$ cat src/rtl/reg_writeback_queue.sv
// rtl/reg_writeback_queue.sv - in-order register writeback FIFO with bank write port and youngest-value forwarding
// Optional: WBQ_COALESCE_EN merges a push into the tail entry when the destination register matches.
module reg_writeback_queue #(
  parameter int DEPTH = 4,
  parameter int AW    = 5,
  parameter int DW    = 32
) (
  input  logic                     clk,
  input  logic                     rst,
  input  logic                     in_valid,
  output logic                     in_ready,
  input  logic [AW-1:0]            in_addr,
  input  logic [DW-1:0]            in_data,
  input  logic                     wb_stall,
  output logic                     RegWrite,
  output logic [AW-1:0]            AWrite,
  output logic [DW-1:0]            DataIn,
  input  logic [AW-1:0]            AR1,
  input  logic [AW-1:0]            AR2,
  output logic                     fwd1_hit,
  output logic [DW-1:0]            fwd1_data,
  output logic                     fwd2_hit,
  output logic [DW-1:0]            fwd2_data,
  output logic [$clog2(DEPTH):0]   count
);

  localparam int PW = $clog2(DEPTH);
  localparam logic [PW:0]   FULL_CNT = (PW+1)'(DEPTH);
  localparam logic [PW:0]   ONE_CNT  = (PW+1)'(1);
  localparam logic [PW-1:0] ONE_PTR  = PW'(1);

  logic [AW-1:0] addr_q [DEPTH];
  logic [DW-1:0] data_q [DEPTH];
  logic [PW-1:0] wr_ptr_q, rd_ptr_q;
  logic [PW:0]   count_q, count_d;
  logic          regwrite_q;
  logic [AW-1:0] awrite_q;
  logic [DW-1:0] datain_q;

  logic full, pop, coalesce, push_acc, store;

  assign full = (count_q == FULL_CNT);
  assign pop  = (count_q != '0) && !wb_stall;

`ifdef WBQ_COALESCE_EN
  logic [PW-1:0] tail_idx;
  assign tail_idx = wr_ptr_q - ONE_PTR;
  // Never merge into the entry that is leaving this cycle; it would be lost.
  assign coalesce = (count_q != '0) && (addr_q[tail_idx] == in_addr) && (in_addr != '0)
                    && !(pop && count_q == ONE_CNT);
  assign in_ready = !full || coalesce;
`else
  assign coalesce = 1'b0;
  assign in_ready = !full;
`endif

  assign push_acc = in_valid && in_ready && (in_addr != '0);
  assign store    = push_acc && !coalesce;

  always_comb begin
    count_d = count_q;
    case ({store, pop})
      2'b10:   count_d = count_q + ONE_CNT;
      2'b01:   count_d = count_q - ONE_CNT;
      default: count_d = count_q;
    endcase
  end

  always_ff @(posedge clk or posedge rst) begin
    if (rst) begin
      wr_ptr_q   <= '0;
      rd_ptr_q   <= '0;
      count_q    <= '0;
      regwrite_q <= 1'b0;
      awrite_q   <= '0;
      datain_q   <= '0;
      for (int i = 0; i < DEPTH; i++) begin
        addr_q[i] <= '0;
        data_q[i] <= '0;
      end
    end else begin
      count_q <= count_d;
      if (store) begin
        addr_q[wr_ptr_q] <= in_addr;
        data_q[wr_ptr_q] <= in_data;
        wr_ptr_q         <= wr_ptr_q + ONE_PTR;
      end
`ifdef WBQ_COALESCE_EN
      else if (push_acc) begin
        data_q[tail_idx] <= in_data;
      end
`endif
      if (pop) begin
        regwrite_q <= 1'b1;
        awrite_q   <= addr_q[rd_ptr_q];
        datain_q   <= data_q[rd_ptr_q];
        rd_ptr_q   <= rd_ptr_q + ONE_PTR;
      end else begin
        regwrite_q <= 1'b0;
      end
    end
  end

  // Walk oldest to youngest so later matches override; the output stage is lowest priority.
  always_comb begin
    fwd1_hit  = 1'b0;
    fwd1_data = '0;
    fwd2_hit  = 1'b0;
    fwd2_data = '0;
    if (regwrite_q && awrite_q == AR1 && AR1 != '0) begin
      fwd1_hit  = 1'b1;
      fwd1_data = datain_q;
    end
    if (regwrite_q && awrite_q == AR2 && AR2 != '0) begin
      fwd2_hit  = 1'b1;
      fwd2_data = datain_q;
    end
    for (int i = 0; i < DEPTH; i++) begin
      if ((PW+1)'(i) < count_q) begin
        if (addr_q[rd_ptr_q + PW'(i)] == AR1 && AR1 != '0) begin
          fwd1_hit  = 1'b1;
          fwd1_data = data_q[rd_ptr_q + PW'(i)];
        end
        if (addr_q[rd_ptr_q + PW'(i)] == AR2 && AR2 != '0) begin
          fwd2_hit  = 1'b1;
          fwd2_data = data_q[rd_ptr_q + PW'(i)];
        end
      end
    end
  end

  assign RegWrite = regwrite_q;
  assign AWrite   = awrite_q;
  assign DataIn   = datain_q;
  assign count    = count_q;

endmodule

$ cat config.mk
export PLATFORM = sky130hd
export DESIGN_NAME = reg_writeback_queue
export DESIGN_NICKNAME = d
export VERILOG_FILES = /design/src/rtl/reg_writeback_queue.sv
export SDC_FILE = /design/constraint.sdc
export NUM_CORES = 1
export LEC_CHECK = 0
export BUFFER_PORTS_ARGS = -buffer_cell sky130_fd_sc_hd__buf_4
export CELL_PAD_IN_SITES_DETAIL_PLACEMENT = 1
export CELL_PAD_IN_SITES_GLOBAL_PLACEMENT = 1
export CORE_MARGIN = 8
export CORE_UTILIZATION = 40
export DETAILED_ROUTE_END_ITERATION = 10
export GPL_TIMING_DRIVEN = 0
export PLACE_DENSITY = 0.74
export RECOVER_POWER = 100
export SLEW_MARGIN = 20
export SYNTH_ARGS = -nofsm -noshare
export SYNTH_HDL_FRONTEND = slang
export SYNTH_SLANG_ARGS = --single-unit
$ cat constraint.sdc
create_clock -name clk -period 8.1 [get_ports clk]
set_input_delay 0.405 -clock clk [delete_from_list [all_inputs] [get_ports clk]]
set_output_delay 0.405 -clock clk [all_outputs]
set_load 0.01 [all_outputs]
==> results of run 1 <==
## worst max-delay path, cell delays in order, from the launching register on
cell	delay, ns
dfrtp_1	0.33
clkbuf_1	0.42
clkbuf_1	0.52
clkbuf_1	0.48
clkbuf_1	0.48
clkbuf_1	0.70
clkbuf_1	0.81
mux4_2	0.40
a221oi_1	0.09
o31ai_1	0.57
clkbuf_1	0.21
## flip-flops by register name, indices dropped and copies added, names as in the netlist
name,count
rd_ptr_q,2
addr_q,20
RegWrite,1
data_q,128
AWrite,5
DataIn,32
count,3
wr_ptr_q,2
## worst paths after layout
| kind | start | endpoint | slack [ns] | depth (start not counted) |
|---|---|---|---|---|
| hold / removal | in_data[22] | data_q[86]$_DFFE_PP0P_ | 0.20 | 2 |
| max in group asynchronous | rst | data_q[65]$_DFFE_PP0P_ | 2.98 | 3 |
| setup / recovery | rd_ptr_q[0]$_DFFE_PP0P_ | fwd1_data[7] | 2.22 | 10 |
| min in group asynchronous | rst | DataIn[27]$_DFFE_PP0P_ | 1.16 | 2 |
| setup reg to reg | rd_ptr_q[0]$_DFFE_PP0P_ | DataIn[6]$_DFFE_PP0P_ | 3.49 | 8 |
| hold reg to reg | DataIn[9]$_DFFE_PP0P_ | DataIn[9]$_DFFE_PP0P_ | 0.57 | 1 |
## final cells by class
cell class                 instances  area (sq um)
timing repair buffer             149         808.3
tap                              455         569.3
inverter                          10         38.79
sequential                       193          4830
clock buffer                      18         429.2
multi-input combinational        765          8406
buffer                           107         481.7
antenna                            2         5.005
clock inverter                    14         121.4
fill                            3677         18510
## cell families (layout without fill, tap and decap cells)
family          Yosys count  count (layout)  share of synthesized area
buf+inv                 117             298                    0.03880
fa+ha+maj                 8               8                   0.007270
mux                     346             346                     0.3933
compound gates          238             238                     0.1317
simple gates            111             111                    0.03880
xor+xnor                 62              62                    0.03944
flops                   193             193                     0.3507
other cells               0               2                          0
## synth_stat cells (3+ instances only)
master / count / share of area
buf_2: 55 / 0.020
o31ai_1: 39 / 0.021
nor2_1: 50 / 0.014
buf_1: 6 / 0.0016
clkbuf_1: 41 / 0.011
nor3_1: 12 / 0.0044
nor4_1: 3 / 0.0014
nand2_1: 15 / 0.0041
o21bai_1: 25 / 0.014
dfrtp_1: 193 / 0.35
mux2i_1: 21 / 0.015
nand3_1: 7 / 0.0025
xnor2_1: 44 / 0.028
o21ai_1: 26 / 0.0094
a22oi_1: 65 / 0.035
nand2b_1: 6 / 0.0027
mux4_2: 137 / 0.22
inv_1: 10 / 0.0027
o21ai_0: 3 / 0.0011
buf_4: 3 / 0.0016
a221oi_1: 64 / 0.041
xor2_1: 18 / 0.011
and2_1: 3 / 0.0014
mux2_2: 187 / 0.15
ha_1: 8 / 0.0073
## layer usage
layer,track usage,up-vias
met3,0.05822,131
met1,0.3202,5977
met5,0,-
met4,0.1151,0
li1,-,4665
met2,0.3873,640
## power by group through the flow
stage	clock [mW]	sequential (mW)	combinational [mW]
after global placement	0	2.03	4.71
after CTS	0.848	2.08	4.86
after floorplan	0	1.91	3.38
final	0.834	2.11	4.70
after global routing	0.887	2.18	4.99
after detailed placement	0	2.09	4.82
==> results.py, run 1 <==
metrics = {
    "status": {
        "status": "finished with violations",
        "failed_checks": "capacitance limit, slew limit",
    },
    "detailed_routing": {
        "met1_length_mm": 20.60,
        "routed-wl-met2_mm": 23.53,
        "drt_wl_total_mm": 50.51,
        "dr.first_iter.drc_count": 1112,
        "top_layer": "met4",
        "via_count": 11413,
        "wl_met3_mm": 4.229,
        "vias_per_cell": 6.663,
        "wl_per_cell_um": 29.49,
        "firstDrtPassIters": 5,
        "drc_errors": 0,
        "ant_nets": 0,
    },
    "synth": {
        "synth_edf_count": 0,
        "yosys_warnings": 0,
        "ys_ff_latch": 193,
        "netlist_area_sq_um": 13770,
        "async_flop_share": 1.000,
        "synth.avg_cell_area_sq_um": 12.81,
        "syn-num-nets": 1134,
        "synth_flop_cell": "dfrtp_1",
        "synth_cells": 1075,
        "synth_cell_type_count": 49,
        "seq_area_frac_synth": 0.3507,
    },
    "power": {
        "clkPwrFrac": 0.109,
        "combPwrFrac": 0.615,
        "p_switching_mw": 3.456,
        "swShare": 0.4527,
        "vdd_drop_max_v": 0.0001908,
        "p_leak_nw": 5.912,
        "seq_power_share": 0.276,
        "power.internal_mw": 4.179,
        "power.total_mw": 7.634,
        "power.density_nw_per_um2": 486.6,
    },
    "clock_tree": {
        "insertion_delay_ns": 0.46,
        "cts_root_buffer": "clkbuf_16",
        "cts_buffer_depth": 2,
        "cts_tree": "done",
        "clock-sinks": 193,
        "clkTransAtPathRegs_ns": 0.08,
        "cts_resized": 0,
        "cts_setup_buffers": 0,
        "htree_levels": 4,
        "cts_made_buffers": 17,
        "cts_hold_buf": 0,
    },
    "grt": {
        "antenna_found_initial": 2,
        "grt_pass1_vias": 12216,
        "grt_pass1_wl_mm": 77.07,
        "overflow": 0,
        "grt_start_max_net_pins": 106,
        "grt_usage": 0.2469,
    },
    "timing": {
        "setup_slack_ns": 2.220,
        "hold_viol": 0,
        "slew_headroom": -1.674,
        "worst_pin_slew_ns": 3.989,
        "fin_crit_ns": 5.880,
        "setup_tns_ns": 0,
        "holdWs_ns": 0.1971,
        "clock.fmax_ghz": 0.1701,
        "period_share": 0.7259,
        "rsz0062_at_grt": "false",
        "slew_viol_final": 196,
        "setup_violations": 0,
        "clock_skew_ns": 0.01585,
    },
    "final_layout": {
        "mostFrequentLayoutCells": "193 x dfrtp_1, 187 x mux2_2, 137 x mux4_2",
        "design_area_sq_um": 15690,
        "fin_util": 0.4587,
        "area_delta_synth_final_pct": 13.94,
        "final_common_cell": "dfrtp_1",
        "nets": 1302,
        "drive_above_1_share": 0.3854,
        "fin_cells": 1713,
    },
    "die": {
        "die_width_um": 201.5,
        "rows": 68,
        "core-area_sq_um": 34200,
        "initial_core_util": 0.4026,
        "die_area_sq_um": 40620,
        "ios": 159,
        "die_h_um": 201.5,
    },
    "placement": {
        "place_area_sq_um": 15490,
        "io_buffer_count": 148,
        "place.gp.congestion": 0.9199,
        "dp_slack_ns": 4.085,
        "dp.cells": 1679,
        "hpwlAfterDp_mm": 36.18,
    },
    "worst_hold_path": {
        "min_path_type": "in2reg",
    },
    "critical_path": {
        "cp-end-kind": "primary output",
        "cp.arrival_ns": 5.47,
        "worst_ep_required_time_ns": 7.70,
        "crit_fanout": 10,
        "path_class": "reg2out",
        "start_kind": "flop",
    },
    "job": {
        "max-cap-violations": 2,
    },
}
No activity file was read; power rests on OpenSTA's default activity.
==> run 2: changes to the inputs <==
ABC_AREA = 1   (was not set)
CORE_UTILIZATION = 37   (was 40)
PLACE_DENSITY = 0.82   (was 0.74)
clock period = 4.9 ns   (was 8.1 ns; I/O delays follow)
==> results.py, run 2 <==
metrics = {
    "final_layout": {
        "nets": 2885,
        "fillers": 5748,
        "drive_above_1_share": 0.06692,
        "design_area_sq_um": 17270,
        "largest-register": "data_q",
        "largest_register_ffs": 128,
        "area_delta_synth_final_pct": 13.61,
        "final_common_cell": "nand2_1",
        "insertedDiodeCount": 0,
        "fin_util": 0.4248,
        "mostFrequentLayoutCells": "1031 x nand2_1, 420 x nor2_1, 325 x o21ai_0",
    },
    "power": {
        "combPwrFrac": 0.665,
        "power.density_nw_per_um2": 790.1,
        "power.internal_mw": 5.296,
        "vdd_drop_max_v": 0.0003515,
        "power.total_mw": 13.64,
        "clkPwrFrac": 0.110,
        "p_leak_nw": 8.804,
        "seq_power_share": 0.225,
        "swShare": 0.6118,
        "p_switching_mw": 8.345,
    },
    "critical_path": {
        "timing.rr.start": "count[0]$_DFFE_PP0P_",
        "r2r_setup_slack_ns": 1.35,
        "cp.arrival_ns": 4.14,
        "start_kind": "flop",
        "crit_fanout": 10,
        "path_class": "reg2out",
        "worst_ep_required_time_ns": 4.66,
        "cp-end-kind": "primary output",
        "cp-startpoint": "rd_ptr_q[0]$_DFFE_PP0P_",
        "endpoint": "fwd1_data[12]",
        "r2r_cells": 9,
        "reg2reg_to": "count[2]$_DFFE_PP0P_",
    },
    "synth": {
        "async_flop_share": 1.000,
        "ys_ff_latch": 193,
        "synth_edf_count": 0,
        "synth_top_area_frac": 0.3178,
        "yosys_warnings": 0,
        "synth_commonest_cells": "1030 x nand2_1, 419 x nor2_1, 324 x o21ai_0, 193 x dfrtp_1, 183 x inv_1",
        "synth_cells": 2645,
        "netlist_area_sq_um": 15200,
        "synth_flop_cell": "dfrtp_1",
        "synth.most_common_cell": "nand2_1",
        "syn-num-nets": 2704,
        "seq_area_frac_synth": 0.3178,
        "synth_top_cell_by_area": "dfrtp_1",
        "synth_cell_type_count": 27,
        "yosys-top-cells-area": "dfrtp_1 32%, nand2_1 25%, o21ai_0 11%",
        "synth.avg_cell_area_sq_um": 5.746,
    },
    "detailed_routing": {
        "drc_errors": 0,
        "firstDrtPassIters": 5,
        "wl_per_cell_um": 22.15,
        "ant_nets": 0,
        "vias_per_cell": 5.470,
        "dr.first_iter.drc_count": 1911,
        "via_count": 18440,
        "drt_wl_total_mm": 74.65,
    },
    "grt": {
        "grt_usage": 0.3084,
        "overflow": 0,
        "grt_pass1_vias": 18241,
        "grt_start_max_net_pins": 36,
        "grt_pass1_wl_mm": 112.6,
        "antenna_found_initial": 0,
    },
    "status": {
        "failed_checks": "capacitance limit, slew limit",
        "status": "finished with violations",
    },
    "timing": {
        "hold_viol": 0,
        "slew_viol_final": 195,
        "clock.fmax_ghz": 0.2282,
        "rsz0062_at_grt": "false",
        "clock_skew_ns": 0.02772,
        "period_share": 0.8943,
        "worst_pin_slew_ns": 1.859,
        "fin_crit_ns": 4.382,
        "setup_violations": 0,
        "slew_headroom": -0.2391,
        "setup_tns_ns": 0,
        "setup_slack_ns": 0.5178,
    },
    "clock_tree": {
        "insertion_delay_ns": 0.50,
        "cts_buffer_depth": 2,
        "clkTransAtPathRegs_ns": 0.10,
        "htree_levels": 4,
        "cts_tree": "done",
        "cts_made_buffers": 17,
        "cts_resized": 0,
        "clock-sinks": 193,
        "cts_root_buffer": "clkbuf_16",
    },
    "worst_hold_path": {
        "min_path_type": "in2reg",
    },
    "placement": {
        "hpwlAfterDp_mm": 60.49,
        "io_buffer_count": 155,
        "place.gp.congestion": 0.9579,
        "dp_slack_ns": 1.372,
        "place_area_sq_um": 17150,
    },
    "job": {
        "max-cap-violations": 6,
    },
    "die": {
        "rows": 74,
        "initial_core_util": 0.3739,
        "die_width_um": 218.7,
        "ios": 159,
        "core-area_sq_um": 40650,
        "die_area_sq_um": 47810,
        "die_h_um": 218.7,
    },
}
run 2: cells by family after synthesis:
group | after synthesis | synth area share
and+or+nand+nor | 1667 | 0.4369
AOI/OAI and AO/OA | 396 | 0.1307
buffers and inverters | 369 | 0.1012
DFF | 193 | 0.3178
xor gates and xnor gates | 12 | 0.006916
adders and majority gates | 8 | 0.006587
run 2: critical path, stage by stage, from the launching register on:
cell and delay (ns):
dfrtp_1 0.42, inv_2 0.08, buf_4 0.18, clkbuf_1 0.44
buf_2 0.34, buf_2 0.29, nand2_1 0.08, nand2_1 0.10
inv_1 0.06, o21ai_0 0.72, nand4_1 0.19, nand3_1 0.13
nand2_1 0.10, a21oi_1 0.28, clkbuf_1 0.19
run 2: worst min-delay path by stage:
stage | from | end | slack, ns | cells after the start
global placement | data_q[76]$_DFFE_PP0P_ | data_q[76]$_DFFE_PP0P_ | 0.49 | 2
finish | in_data[31] | data_q[95]$_DFFE_PP0P_ | 0.07 | 3
floorplan | in_addr[3] | addr_q[13]$_DFFE_PP0P_ | 0.44 | 2
CTS | in_data[31] | data_q[95]$_DFFE_PP0P_ | 0.05 | 3
detailed placement | rst | addr_q[19]$_DFFE_PP0P_ | 0.22 | 2
global route | in_data[0] | data_q[96]$_DFFE_PP0P_ | 0.08 | 3
run 2: cell type report:
type                    count  area (sq um)  area share
clock buffers              18         439.2     0.02544
flip-flops and latches    193          4830      0.2797
clock inverters            14         155.1    0.008986
multi-input cells        2083          8825      0.5111
inverters                 192         721.9     0.04181
repair buffers            162         820.8     0.04754
well taps                 532         665.6     0.03855
plain buffers             177         808.3     0.04681
run 2: power by group through the flow:
stage	Clock [mW]	Sequential (mW)	Combinational, mW
6_report	1.50	3.07	9.07
5_1_grt	1.56	3.14	9.87
4_1_cts	1.51	3.03	9.16
3_5_place_dp	0	3.04	9.10
3_3_place_gp	0	2.98	8.76
2_1_floorplan	0	2.82	5.37
run 2: stage by stage:
step,hold WS (ns),std cells
global route,0.07891,3371
floorplan,0.4355,2645
global placement,0.4893,3332
detailed placement,0.2197,3338
finish,0.06647,3371
CTS,0.05486,3371
run 2: per-layer routing:
metal  share of wire  vias up  track usage
met4           0.021        0      0.07985
li1                -     8671            -
met3           0.077       85      0.05157
met1            0.49     9010       0.4708
met2            0.41      674       0.4407
met5               0        -            0
run 2: what timing repair did:
action | in CTS | in global routing
hold buffers | 1 | 0
endpoints found under the hold margin | 65 | 0
buffers inserted | 0 | 0
